[config.mk]
export PLATFORM = sky130hd
export DESIGN_NAME = axis_2_fifo_adapter
export DESIGN_NICKNAME = d
export VERILOG_FILES = /design/src/rtl/axis_2_fifo_adapter.sv
export SDC_FILE = /design/constraint.sdc
export NUM_CORES = 1
export LEC_CHECK = 0
export CAP_MARGIN = 5
export CORE_ASPECT_RATIO = 0.6
export CORE_MARGIN = 4
export CORE_UTILIZATION = 45
export CTS_BUF_LIST = sky130_fd_sc_hd__clkbuf_8
export DETAILED_ROUTE_END_ITERATION = 8
export GPL_TIMING_DRIVEN = 0
export PLACE_DENSITY = 0.86
export SYNTH_ARGS = -nofsm -noshare
export SYNTH_HDL_FRONTEND = slang
export SYNTH_SLANG_ARGS = --single-unit
[constraint.sdc]
create_clock -name clk -period 3.2 [get_ports clk]
set_input_delay 0.32 -clock clk [delete_from_list [all_inputs] [get_ports clk]]
set_output_delay 0.32 -clock clk [all_outputs]
set_load 0.02 [all_outputs]
[src/rtl/axis_2_fifo_adapter.sv]
// rtl/axis_2_fifo_adapter.sv - AXI-Stream to FIFO write adapter with a two-entry skid buffer
// Packs {tuser, tlast, tdata} into FIFO words and counts completed packets.
module axis_2_fifo_adapter #(
  parameter int AXIS_DATA_WIDTH = 32,
  parameter int FIFO_DATA_WIDTH = AXIS_DATA_WIDTH + 2,
  parameter int COUNT_WIDTH     = 16
) (
  input  logic                       clk,
  input  logic                       rst,
  input  logic                       i_axis_tuser,
  input  logic [AXIS_DATA_WIDTH-1:0] i_axis_tdata,
  input  logic                       i_axis_tvalid,
  output logic                       o_axis_tready,
  input  logic                       i_axis_tlast,
  output logic [FIFO_DATA_WIDTH-1:0] o_fifo_data,
  output logic                       o_fifo_w_stb,
  input  logic                       i_fifo_full,
  output logic [COUNT_WIDTH-1:0]     o_pkt_count,
  output logic                       o_idle
);

  localparam int W = FIFO_DATA_WIDTH;

  logic         out_valid;
  logic         skid_valid;
  logic [W-1:0] out_word;
  logic [W-1:0] skid_word;
  logic [W-1:0] in_word;

  logic accept;
  logic drain;
  logic out_valid_next;
  logic skid_valid_next;
  logic out_load_in;
  logic out_load_skid;
  logic skid_load;

  assign in_word = {i_axis_tuser, i_axis_tlast, i_axis_tdata[W-3:0]};

  always_comb begin
    accept          = i_axis_tvalid & o_axis_tready;
    drain           = out_valid & ~i_fifo_full;
    out_valid_next  = out_valid;
    skid_valid_next = skid_valid;
    out_load_in     = 1'b0;
    out_load_skid   = 1'b0;
    skid_load       = 1'b0;
    if (drain) begin
      if (skid_valid) begin
        out_load_skid   = 1'b1;
        skid_valid_next = 1'b0;
      end else if (accept) begin
        out_load_in = 1'b1;
      end else begin
        out_valid_next = 1'b0;
      end
    end else if (accept) begin
      // tready is low whenever the skid stage is full, so this never overwrites it
      if (!out_valid) begin
        out_load_in    = 1'b1;
        out_valid_next = 1'b1;
      end else begin
        skid_load       = 1'b1;
        skid_valid_next = 1'b1;
      end
    end
  end

  always_ff @(posedge clk) begin
    if (rst) begin
      out_valid     <= 1'b0;
      skid_valid    <= 1'b0;
      o_axis_tready <= 1'b0;
      o_pkt_count   <= '0;
    end else begin
      out_valid     <= out_valid_next;
      skid_valid    <= skid_valid_next;
      o_axis_tready <= ~skid_valid_next;
      if (drain && out_word[W-2]) begin
        o_pkt_count <= o_pkt_count + 1'b1;
      end
    end
  end

  // Data registers carry no reset; their content only matters while valid
  always_ff @(posedge clk) begin
    if (out_load_skid) begin
      out_word <= skid_word;
    end else if (out_load_in) begin
      out_word <= in_word;
    end
    if (skid_load) begin
      skid_word <= in_word;
    end
  end

  assign o_fifo_data  = out_word;
  assign o_fifo_w_stb = drain;
  assign o_idle       = ~out_valid & ~skid_valid;

endmodule

Word level (Yosys, flattened, before mapping)
Cells that the tools add are included.
- register bits: 87
- logic and storage cells: 39
- add/sub/neg operators: 1
- eq/ne operators: 2
- multiplexer cells: 19
- bitwise operators: 7
- reductions and logical operators: 4
- operators by type and width (cell ; count):
    34-bit two-way mux ; 2
    1-bit two-way mux ; 17
    16-bit by 1-bit adder with 16-bit output, second input constant ; 1
    2-bit inequality test, second input constant ; 2
    1-bit inverter ; 4
    2-bit nonzero test ; 2
    1-bit AND ; 3
    3-bit AND reduction ; 1
    1-bit logical AND ; 1

Longest topological paths before layout
- depth after elaboration: 6
- mapped depth: 6
- depth with buffers taken out: 5

Worst setup path after synthesis
OpenSTA, ideal clock, no wires.
- path type: flip-flop to flip-flop
- start point: register o_axis_tready
- end point: register out_word[0], in the netlist o_fifo_data[0] (enable)
- library setup time: 0.477 ns
- arrival time: 3.057 ns
- data required time: 2.723 ns
- setup slack: -0.334 ns
- stages on the path, launching flop included: 3
- buffers on the path: 0
- period minus slack after synthesis: 3.534 ns
- path through: dfxtp_1 -> nand2_1 -> a21boi_0
- cells in the longest elaborated chain, start to end: 5
- elaborated cells between the ends (all ways): 6
- classes of those cells: 4 x mux; 1 x bitwise; 1 x reduce/logical
- RTL lines (what ; RTL line ; source):
    from (decl) ; 13 ; output logic o_axis_tready,
    from (signal assigned) ; 78 ; o_axis_tready <= ~skid_valid_next;
    1-bit AND (*) ; 41 ; accept = i_axis_tvalid & o_axis_tready;
    1-bit two-way mux ; 52 ; end else if (accept) begin
    1-bit two-way mux ; 49 ; if (skid_valid) begin
    1-bit two-way mux (*) ; 48 ; if (drain) begin
    2-bit nonzero test (no line) (*) ; -- ;
    to (signal assigned) ; 88 ; out_word <= skid_word;
    to (signal assigned) ; 90 ; out_word <= in_word;
    to (decl) ; 26 ; logic [W-1:0] out_word;
Every way passes the cells marked *; elsewhere a longest branch is shown, timed or not.
A chain may end at the register's enable or synchronous reset.

Worst setup path in the final report
- start point: input i_fifo_full
- end point: output o_fifo_w_stb
- cells in the longest elaborated chain, start to end: 2
- RTL lines (what ; RTL line ; source):
    from (decl) ; 17 ; input logic i_fifo_full,
    1-bit inverter ; 42 ; drain = out_valid & ~i_fifo_full;
    1-bit AND ; 42 ;
    to (decl) ; 16 ; output logic o_fifo_w_stb,
Every way passes these cells.

==> out/qor.csv <==
metric,value,unit
status,"finished, final reports clean",
dpl hpwl,5210,um
Post-Route WL,6970,um
Synth Area per Inst,15.7,um^2
HP Class,flop to flop,
Tot GR Track Use,16.3,%
Worst path slowest cell,clkdlybuf4s50_1,
clk sinks,87,
Pwr Density,461,nW/um^2
Post-CTS Hold Buffers,0,
Max Slew Vio Count,0,
"non-filler cells, final",406,
CTS tree,done,
peak supply drop,0.000318,V
Pwr Total,2.11,mW
pin count of the biggest net entering global routing,21,
clk root buf,clkbuf_8,
most used flip-flop cell after synthesis,edfxtp_1,
DRC Markers,0,
"Clk Latency, worst-skew pair",0.34,ns
final net count,353,
"Top cell by count, worst path",clkdlybuf4s50_1,
I/O Buffers,90,
die extent in y,74.6,um
Max-Cap Viols,0,
"Warnings, synthesis",0,
Die Wd,119,um
Worst-Margin Slew,0.659,ns
DP Worst Slack,0.866,ns
# setup viols final,0,
Initial Util,48.1,%
Worst slew margin,56.0,%
Routed Antenna Nets,0,
Yosys reg bits,87,
I/O pin count,91,
via count,2098,
final worst setup slack,1.13,ns
vias in the first global route,2138,
Worst Path Arrival,1.75,ns
Crit Path Max Fanout,6,
Pleak,1.54,nW
ant diodes,0,
number of unique standard cell types used by synthesis,26,
maximum clock rate,483,MHz
initial antenna violation count,0,
Setup Crit Path Kind,primary input to output port,
Final Skew,0.00748,ns
Site Rows,23,
gp weighted congestion,0.829,
Post-synth EDFFs,68,
RSZ-0062 raised after global routing,no,
DRT iter0 DRCs,134,
first-pass iteration count of the detailed router,4,
"Clk pin slew, worst setup/hold paths",0.08,ns
"Seq/Total Area, Yosys",72.9,%
worst-case clock buffer depth,2,
Area growth syn-to-layout,37.8,%
Mapped Area,3320,um^2
Post-CTS Resized,0,
Final period util,64.7,%
share of cells above drive strength 1,19.4,%
Placed Cells incl. Taps,390,
CP Data Required Time,2.88,ns
endpoints failing hold,0,
crit-path max cell delay,0.62,ns
vias per inst,5.17,
drt wl/cell,17.2,um
Mapped Nets,250,
DP Area,4410,um^2
CTS Buf Count,9,
setup_tns,0,ns
post-layout instance area,4580,um^2
CORE AREA,6910,um^2
H-tree Lvls,3,
grt ovf,0,
full die area,8870,um^2
crit path capture type,output port,
Post CTS Setup Buffer Count,0,
hold slack final,0.532,ns
Worst setup SP type,primary input,
first-pass GRT wire length,10900,um
Post-synth ARST share,0,%
worst-path cell chain,clkdlybuf4s50_1 > nor2b_1 > buf_2 > clkdlybuf4s50_1,
final core utilization,66.3,%
Mapped Cells,211,
post-route minimum period,2.07,ns
## power by group
part           total, mW  switching (mW)  internal [mW]
registers           1.26         0.00880           1.25
clock network      0.668           0.386          0.282
logic              0.186          0.0835          0.103
total               2.11           0.479           1.63
## worst max-delay path: cells and delay by family
family	cells	cell delay, ns
buffers and inverters	3	1.30
and+or+nand+nor	1	0.13
## cell type report
class                           instances  area, um^2
Timing Repair Buffer                   92         956
Inverter                                2        7.51
Multi-Input combinational cell        115         876
Buffer                                  7        35.0
Sequential cell                        87        2420
Clock buffer                            9         124
Clock inverter                          7        48.8
Tap cell                               87         109
Fill cell                             515        2330
## placed cells by master (no fill, tap or decap), types with 2 or more instances in the layout
master and count:
xnor2_1 5, edfxtp_1 68, a21oi_1 4, or3_1 4
nor4_1 2, clkdlybuf4s50_1 90, clkinv_4 2, buf_2 4
inv_1 2, mux2_2 37, buf_1 2, clkinvlp_4 2
dfxtp_1 19, nor3_1 6, nand2_1 10, nand4b_1 2
clkinv_1 2, xor2_1 5, nand3_1 7, clkbuf_8 9
nor2_1 17, buf_16 2, nor2b_1 5, o21ai_0 3
## worst paths after layout
path / startpoint / end / slack (ns) / cells after the start
setup / recovery: i_fifo_full / o_fifo_w_stb / 1.13 / 4
hold / removal: o_pkt_count[13] / o_pkt_count[13] / 0.53 / 2
setup reg to reg: out_valid / o_fifo_data[5] / 1.27 / 6
hold reg to reg: o_pkt_count[13] / o_pkt_count[13] / 0.53 / 2
## kinds of logic after synthesis
group                    share of synthesized area [%]
AO/OA/AOI/OAI                                     1.47
XOR/XNOR                                          2.64
adder cells (fa/ha/maj)                          0.377
buffers and inverters                             1.28
flip-flops                                        72.9
multiplexers                                      12.5
AND/OR/NAND/NOR                                   8.78
## cell usage after synthesis (all sizes together) (2+ instances only)
cell	count	share of area, %
nor3	6	0.90
mux2	37	13
xnor2	5	1.3
edfxtp	68	61
nand4b	2	0.53
xor2	5	1.3
nor4	2	0.38
buf	7	1.1
nor2	18	2.0
nand3	7	1.1
o21ai	3	0.45
or3	4	0.75
a21oi	4	0.60
nand4	2	0.57
nand2	10	1.1
inv	2	0.23
dfxtp	19	11
nor2b	5	0.94
## sequential cells by signal (all words and copies together) (netlist names)
signal and cells:
skid_word 34, out_valid 1, o_axis_tready 1, o_fifo_data 34
o_pkt_count 16, skid_valid 1
## layer usage
layer	global-route usage (%)	part of all wire, %	vias to the layer above
li1	-	-	995
met1	20.1	44	1028
met4	3.98	0.55	0
met3	8.59	9.0	5
met5	0	0	-
met2	25.9	47	70
Note: power is estimated with default switching activity, not from simulation.
